`config.mk`:
```
export PLATFORM = sky130hd
export DESIGN_NAME = sr_mutex_arbiter_flat
export DESIGN_NICKNAME = d
export VERILOG_FILES = /design/src/rtl/sr_arb_pkg.sv /design/src/rtl/sr_mutex_arbiter_if.sv /design/src/rtl/sr_flag_cell.sv /design/src/rtl/sr_mutex_arbiter.sv /design/src/flat_wrapper.sv
export SDC_FILE = /design/constraint.sdc
export NUM_CORES = 1
export LEC_CHECK = 0
export ABC_AREA = 1
export BUFFER_PORTS_ARGS = -buffer_cell sky130_fd_sc_hd__buf_2
export CORE_ASPECT_RATIO = 0.9
export CORE_MARGIN = 1.5
export CORE_UTILIZATION = 25
export CTS_BUF_LIST = sky130_fd_sc_hd__clkbuf_8
export CTS_CLUSTER_SIZE = 20
export DETAILED_ROUTE_END_ITERATION = 16
export PLACE_DENSITY = 0.51
export SYNTH_ARGS = -nofsm -noshare
export SYNTH_HDL_FRONTEND = slang
export SYNTH_SLANG_ARGS = --single-unit
```
`constraint.sdc`:
```
create_clock -name clk -period 2 [get_ports clk]
set_input_delay 0.4 -clock clk [delete_from_list [all_inputs] [get_ports clk]]
set_output_delay 0.4 -clock clk [all_outputs]
set_load 0.05 [all_outputs]
```
`src/rtl/sr_arb_pkg.sv`:
```
// rtl/sr_arb_pkg.sv - shared constants and state encoding for the mutex arbiter
package sr_arb_pkg;

  localparam int N_REQ_DEF   = 4;
  localparam int TIMEOUT_DEF = 16;
  localparam int CNT_W       = 8;

  typedef enum logic [1:0] {
    IDLE     = 2'b00,
    GRANTED  = 2'b01,
    COOLDOWN = 2'b10
  } state_e;

  // Index width that stays legal for any requester count.
  function automatic int idx_w(input int n);
    return (n > 1) ? $clog2(n) : 1;
  endfunction

endpackage

```
`src/rtl/sr_mutex_arbiter_if.sv`:
```
// rtl/sr_mutex_arbiter_if.sv - request/release/grant bundle between requesters and the arbiter
interface sr_mutex_arbiter_if #(
  parameter int N_REQ = sr_arb_pkg::N_REQ_DEF
);
  import sr_arb_pkg::*;

  localparam int OW = idx_w(N_REQ);

  logic [N_REQ-1:0] req;
  logic [N_REQ-1:0] rel;
  logic [N_REQ-1:0] grant;
  logic [OW-1:0]    owner;
  logic             busy;
  logic             timeout_err;

  modport master (
    output req, rel,
    input  grant, owner, busy, timeout_err
  );

  modport slave (
    input  req, rel,
    output grant, owner, busy, timeout_err
  );

endinterface

```
`src/rtl/sr_flag_cell.sv`:
```
// rtl/sr_flag_cell.sv - registered set/reset flag, reset dominant over set
module sr_flag_cell (
  input  logic clk,
  input  logic rst,
  input  logic s,
  input  logic r,
  output logic q,
  output logic q_bar
);

  logic q_q, q_d;

  always_comb begin
    q_d = q_q;
    if (r) begin
      q_d = 1'b0;
    end else if (s) begin
      q_d = 1'b1;
    end
  end

  always_ff @(posedge clk) begin
    if (rst) begin
      q_q <= 1'b0;
    end else begin
      q_q <= q_d;
    end
  end

  assign q     = q_q;
  assign q_bar = ~q_q;

endmodule

```
`src/rtl/sr_mutex_arbiter.sv`:
```
// rtl/sr_mutex_arbiter.sv - round-robin mutex arbiter with hold timeout and one-cycle cooldown
module sr_mutex_arbiter
  import sr_arb_pkg::*;
#(
  parameter int N_REQ   = N_REQ_DEF,
  parameter int TIMEOUT = TIMEOUT_DEF
) (
  input  logic               clk,
  input  logic               rst,
  sr_mutex_arbiter_if.slave  bus
);

  localparam int OW = idx_w(N_REQ);

  state_e           state_q, state_d;
  logic [N_REQ-1:0] grant_q, grant_d;
  logic [OW-1:0]    owner_q, owner_d;
  logic [OW-1:0]    last_owner_q, last_owner_d;
  logic [CNT_W-1:0] cnt_q, cnt_d;
  logic             terr_q, terr_d;

  logic [OW-1:0]    pick;
  logic             any_req;
  logic             rel_own;
  logic             hold_done;
  logic             release_now;
  logic             flag_s, flag_r;
  logic             busy_q, busy_n;

  // Round-robin search: candidates walk upward from the slot after the last owner.
  always_comb begin
    logic [OW-1:0] cand;
    cand    = '0;
    pick    = '0;
    any_req = 1'b0;
    for (int k = 1; k <= N_REQ; k++) begin
      cand = OW'((int'(last_owner_q) + k) % N_REQ);
      if (!any_req && bus.req[cand]) begin
        pick    = cand;
        any_req = 1'b1;
      end
    end
  end

  assign rel_own     = bus.rel[owner_q];
  assign hold_done   = (cnt_q == CNT_W'(TIMEOUT - 1));
  assign release_now = (state_q == GRANTED) && (rel_own || hold_done);

  always_ff @(posedge clk) begin
    if (rst) begin
      state_q      <= IDLE;
      grant_q      <= '0;
      owner_q      <= '0;
      last_owner_q <= OW'(N_REQ - 1);
      cnt_q        <= '0;
      terr_q       <= 1'b0;
    end else begin
      state_q      <= state_d;
      grant_q      <= grant_d;
      owner_q      <= owner_d;
      last_owner_q <= last_owner_d;
      cnt_q        <= cnt_d;
      terr_q       <= terr_d;
    end
  end

  always_comb begin
    state_d = state_q;
    case (state_q)
      IDLE:     if (any_req) state_d = GRANTED;
      GRANTED:  if (release_now) state_d = COOLDOWN;
      COOLDOWN: state_d = IDLE;
      default:  state_d = IDLE;
    endcase
  end

  always_comb begin
    grant_d      = grant_q;
    owner_d      = owner_q;
    last_owner_d = last_owner_q;
    cnt_d        = cnt_q;
    terr_d       = 1'b0;
    flag_s       = 1'b0;
    flag_r       = 1'b0;
    case (state_q)
      IDLE: begin
        if (any_req) begin
          grant_d      = {{(N_REQ-1){1'b0}}, 1'b1} << pick;
          owner_d      = pick;
          last_owner_d = pick;
          cnt_d        = '0;
          flag_s       = busy_n;
        end
      end
      GRANTED: begin
        if (release_now) begin
          // An owner release landing on the last allowed cycle is a normal release.
          grant_d = '0;
          owner_d = '0;
          cnt_d   = '0;
          terr_d  = !rel_own;
          flag_r  = 1'b1;
        end else begin
          cnt_d = cnt_q + CNT_W'(1);
        end
      end
      default: begin
        grant_d = '0;
        owner_d = '0;
      end
    endcase
  end

  sr_flag_cell u_busy (
    .clk   (clk),
    .rst   (rst),
    .s     (flag_s),
    .r     (flag_r),
    .q     (busy_q),
    .q_bar (busy_n)
  );

  assign bus.grant       = grant_q;
  assign bus.owner       = owner_q;
  assign bus.busy        = busy_q;
  assign bus.timeout_err = terr_q;

endmodule

```
`src/flat_wrapper.sv`:
```
// flat-port wrapper written by rule: the top's interface ports become plain ports
module sr_mutex_arbiter_flat import sr_arb_pkg::*;
#(
  parameter int N_REQ   = N_REQ_DEF,
  parameter int TIMEOUT = TIMEOUT_DEF
)
  (clk, rst, bus_req, bus_rel, bus_grant, bus_owner, bus_busy, bus_timeout_err);
  sr_mutex_arbiter_if #(.N_REQ(N_REQ)) bus_i ();
  input  logic clk;
  input  logic rst;
  input wire logic [$bits(bus_i.req)-1:0] bus_req;
  input wire logic [$bits(bus_i.rel)-1:0] bus_rel;
  output wire logic [$bits(bus_i.grant)-1:0] bus_grant;
  output wire logic [$bits(bus_i.owner)-1:0] bus_owner;
  output wire logic [$bits(bus_i.busy)-1:0] bus_busy;
  output wire logic [$bits(bus_i.timeout_err)-1:0] bus_timeout_err;
  assign bus_i.req = bus_req;
  assign bus_i.rel = bus_rel;
  assign bus_grant = bus_i.grant;
  assign bus_owner = bus_i.owner;
  assign bus_busy = bus_i.busy;
  assign bus_timeout_err = bus_i.timeout_err;
  sr_mutex_arbiter #(.N_REQ(N_REQ), .TIMEOUT(TIMEOUT)) u_core (.clk(clk), .rst(rst), .bus(bus_i));
endmodule
```
==> impl_metrics.ini, run 1 <==
[timing]
final.setup.tns_ns = 0
maxSlewHeadroom = 0.772
layout_setup_ws_ns = 0.289
fin_skew_ns = 0.00293
hold_violations = 0
min_period_ns = 1.71
rsz0062_at_grt = no
maxSlewViolCount = 0
tightest_slew_ns = 0.342
fmax_mhz = 585
period_share = 0.855
setup_viol = 0

[clocking]
cts_buffers = 3
cts_tree = built
clk_pin_slew_worst_paths_ns = 0.08
clock_path_buffers = 2
cts_sinks = 20
ctsHoldBuffers = 0
root_buffer = clkbuf_8
postCtsSetupRepairBufs = 0
cts-resized-gates = 0
clk_latency_ns = 0.26
htreeDepth = 1

[cells_and_area]
area_growth_pct = 19.7
final_cell_mix = 64 x nand2_1, 20 x dfxtp_1, 18 x inv_1, 18 x nor2_1, 17 x buf_2
layout_commonest_cell = nand2_1
fillCellCount = 511
num_antenna_cells = 0
drive_above_1_share = 0.186
nets = 222
fin_cells = 272

[floorplanning]
row_count = 23
die_area_sq_mm = 0.00527
start_util = 0.266
die_y_um = 69.0
die_w_um = 76.4
io_pins = 18
coreArea_sq_mm = 0.00455

[placement]
place_inst = 268
dpl.hpwl_um = 2100
gp_congestion = 0.775
dpl_worst_slack_ns = 0.295
place.port_buffers = 17

[logic_synthesis]
yosys_warnings = 0
ys.flop_type = dfxtp_1
yosys.area.top_type = dfxtp_1
synth_edf_count = 0
synth_area_per_cell_sq_um = 6.37
ys_seq_area_frac = 0.331
yosysUniqueCellTypes = 25
syn_nets = 201
synth-async-reset-ratio = 0
synthCells = 190
yosysTopAreaCellShare = 0.331
synth.area.top_cells = dfxtp_1 33%, nand2_1 20%, a21oi_1 6.2%
syn_area_sq_mm = 0.00121
ys_seq_elements = 20

[drt]
routed_wl_um = 2720
first_iter_violations = 75
drt.antenna.violating_nets = 0
drt-pass1-iter-count = 4
drt-wirelength-per-cell_um = 10.0
avgViaCountPerCell = 4.39
via_count = 1194
drc = 0

[worst_setup_path]
critPathRequiredTime_ns = 2.19
cp-start-kind = flip-flop
path_max_fanout = 8
worstSetupEndpointType = flip-flop
crit_type = flip-flop to flip-flop
arrival_ns = 1.90

[grt]
antenna_found_initial = 0
grt_use_total = 0.106
overflow = 0
grt_start_max_net_pins = 17
grt_pass1_wl_um = 4750
grt_pass1_vias = 1079

[power]
ir_drop_v = 0.000467
p_leak_uw = 0.000713
power_density_mw_per_mm2 = 1590

[status]
outcome = complete, no violations

[min_path]
hold_class = flip-flop to flip-flop

[job]
drv_cap = 0
## final cells by class
class                      count  area [sq um]  area share
tap                           62          77.6      0.0535
inverter                      20          75.1      0.0518
clock buffer                   3          41.3      0.0285
sequential                    20           400       0.276
timing repair buffer          20           108      0.0742
clock inverter                 1          30.0      0.0207
multi-input combinational    146           718       0.495
## registers in the layout, summed over array words and instances, names as in the netlist
name,cells
u_core.cnt_q,8
u_core.bus.grant,4
u_core.bus.owner,2
u_core.last_owner_q,2
u_core.state_q,2
u_core.bus.timeout_err,1
u_core.u_busy.q,1
## worst paths after layout
kind | to | slack (ns) | cells after the start | startpoint
setup / recovery | u_core.cnt_q[7] | 0.29 | 12 | u_core.last_owner_q[1]
hold / removal | u_core.bus.grant[3] | 0.46 | 2 | u_core.bus.grant[3]
setup reg to reg | u_core.cnt_q[7] | 0.29 | 12 | u_core.last_owner_q[1]
hold reg to reg | u_core.bus.grant[3] | 0.46 | 2 | u_core.bus.grant[3]
## cells in the mapped netlist (3+ instances only)
| library cell | instances |
|---|---|
| inv_1 | 18 |
| nand2_1 | 64 |
| nor2_1 | 18 |
| nand4_1 | 7 |
| dfxtp_1 | 20 |
| xor2_1 | 3 |
| nand2_2 | 7 |
| nand3_1 | 13 |
| o21ai_0 | 3 |
| a21oi_1 | 15 |
## logic make-up (layout without fill, tap and decap cells)
group | Yosys count | after routing | synth area share
adders and majority gates | 1 | 1 | 0.0103
buffers and inverters | 24 | 44 | 0.0764
AOI/OAI and AO/OA | 22 | 22 | 0.0992
and+or+nand+nor | 118 | 118 | 0.447
xor gates and xnor gates | 5 | 5 | 0.0362
DFF | 20 | 20 | 0.331
## report_power, final
group	leakage, uW	internal, uW	switching [uW]
logic	0.000514	389	943
clock network	0.0000357	267	138
registers	0.000163	502	71.6
## layer usage
metal,part of all wire,global-route usage,vias to the layer above
li1,-,-,649
met5,0,0,-
met3,0.026,0.0146,2
met1,0.58,0.158,526
met2,0.38,0.158,17
met4,0.0074,0.0309,0
## critical path, cell delays in order, from the launching register on
cell     delay, ns
dfxtp_1       0.50
inv_2         0.14
nand2_1       0.10
nand2_2       0.07
nand2_2       0.08
nand2_2       0.08
nor2_4        0.10
nand3_2       0.10
nand2_2       0.09
inv_2         0.07
nor2_8        0.14
nand2_1       0.07
a21oi_1       0.12
## per-stage QoR
step                hold WS [ns]  cell area (sq um)  total power, uW  utilization
global route               0.500               1450             2520        0.319
detailed placement         0.456               1380             1930        0.303
CTS                        0.468               1450             2340        0.319
floorplan                  0.464               1210             1620            -
finish                     0.464               1450             2310        0.319
global placement           0.454               1380             1940        0.303
(Power assumes the default switching activity.)
==> run 2, diff against run 1 <==
--- a/config.mk
+++ b/config.mk
@@ -6,7 +6,7 @@
 export NUM_CORES = 1
 export LEC_CHECK = 0
 export ABC_AREA = 1
-export BUFFER_PORTS_ARGS = -buffer_cell sky130_fd_sc_hd__buf_2
+export BUFFER_PORTS_ARGS = -buffer_cell sky130_fd_sc_hd__buf_4
 export CORE_ASPECT_RATIO = 0.9
 export CORE_MARGIN = 1.5
 export CORE_UTILIZATION = 25
==> impl_metrics.ini, run 2 (synthesis results as in run 1) <==
[cells_and_area]
seqCellArea_sq_um = 400
fillCellCount = 529
layout_commonest_cell = nand2_1
fin_cells = 271
area_growth_pct = 20.8
drive_above_1_share = 0.182
regMostFlops = u_core.cnt_q
num_antenna_cells = 0
nets = 222
fin_util = 0.322
multi_input_area_sq_um = 718
final_cell_mix = 64 x nand2_1, 20 x buf_4, 20 x dfxtp_1
largest_reg_flops = 8

[worst_setup_path]
worst_path_max_delay_cell = dfxtp_1
r2r-start = u_core.last_owner_q[0]
path_max_fanout = 11
critPathRequiredTime_ns = 2.19
crit_type = flip-flop to flip-flop
cp-start-kind = flip-flop
cpMostUsedCell = nand2_1
arrival_ns = 1.92
cp_top_family = simple AND/OR/NAND/NOR gates
critPathLaunch = u_core.last_owner_q[0]
crit_buf_inv = 2
crit_path_max_incr_delay_ns = 0.31
worstSetupEndpointType = flip-flop
cp_cell_sequence = inv_1 -> nand2_1 -> nand2_1 -> nor2_1 -> nor2_1 -> nand3_2 -> nand2_2 -> inv_2 -> nor2_8 -> nand2_1 -> a21oi_1

[timing]
fmax_mhz = 581
hold_ws_ns = 0.438
maxSlewHeadroom = 0.766
maxSlewViolCount = 0
period_share = 0.861
setup_viol = 0
fin_skew_ns = 0.00400
tightest_slew_ns = 0.350
rsz0062_at_grt = no
final.setup.tns_ns = 0
layout_setup_ws_ns = 0.278
hold_violations = 0
min_period_ns = 1.72

[clocking]
ctsHoldBuffers = 0
cts_buffers = 3
cts_tree = built
root_buffer = clkbuf_8
cts-resized-gates = 0
clk_pin_slew_worst_paths_ns = 0.08
htreeDepth = 1
cts_sinks = 20
postCtsSetupRepairBufs = 0
clock_path_buffers = 2
clk_latency_ns = 0.26

[power]
p_leak_uw = 0.000707
power_density_mw_per_mm2 = 1520
internal_power_uw = 1070
ir_drop_v = 0.000582
p_switching_uw = 1160
p_seq_frac = 0.258
power_frac_comb = 0.620
p_sw_frac = 0.521
pwr-share-clk = 0.122

[floorplanning]
coreArea_sq_mm = 0.00455
start_util = 0.266
io_pins = 18
row_count = 23
die_y_um = 69.0
die_area_sq_mm = 0.00527
die_w_um = 76.4

[drt]
drt-pass1-iter-count = 4
drc = 0
via_count = 1200
drt.antenna.violating_nets = 0
routed_wl_um = 2710
avgViaCountPerCell = 4.43
drt-wirelength-per-cell_um = 10.0
first_iter_violations = 61

[grt]
antenna_found_initial = 0
grt_use_total = 0.107
grt_start_max_net_pins = 17
grt_pass1_wl_um = 4670
grt_pass1_vias = 1027
overflow = 0

[placement]
dpl_worst_slack_ns = 0.308
dpl.hpwl_um = 2080
gp_congestion = 0.778
place.port_buffers = 17
place_inst = 268

[min_path]
min_from = rst
hold_class = input port to flip-flop

[job]
drv_cap = 0

[status]
outcome = complete, no violations
-- run 2: metal layers --
metal / track usage / wire, um
met1: 0.156 / 1480
met2: 0.156 / 1100
met3: 0.0185 / 95
met4: 0.0370 / 38
met5: 0 / 0
-- run 2: worst paths after layout --
path / cells past startpoint / to / slack [ns]
worst min-delay path: 2 / u_core.bus.owner[0] / 0.44
worst max-delay path: 11 / u_core.cnt_q[6] / 0.28
worst min register to register: 2 / u_core.bus.grant[1] / 0.47
worst max register to register: 11 / u_core.cnt_q[6] / 0.28
-- run 2: stage by stage --
stage	cell area [sq um]	total power (uW)
5_1_grt	1460	2440
6_report	1460	2230
2_1_floorplan	1210	1620
4_1_cts	1460	2250
3_5_place_dp	1420	1980
3_3_place_gp	1420	1980
-- run 2: area by class of cell --
type,instances,area share
Sequential cell,20,0.274
Multi-Input combinational cell,146,0.491
Inverter,20,0.0513
Timing Repair Buffer,20,0.103
Tap cell,62,0.0530
Clock buffer,3,0.0282
-- run 2: worst reg2reg max path, delay by kind of cell (launching register included) --
kind	cells	cell delay (ns)
flip-flops	1	0.31
AO/OA/AOI/OAI	1	0.12
buffers and inverters	2	0.32
AND/OR/NAND/NOR	8	0.92
-- run 2: power groups by stage --
stage | registers (uW) | logic, uW | clock network [uW]
final | 574 | 1380 | 271
after floorplan | 790 | 834 | 0
after global routing | 590 | 1550 | 300
after detailed placement | 584 | 1390 | 0
after global placement | 585 | 1400 | 0
after CTS | 576 | 1400 | 284
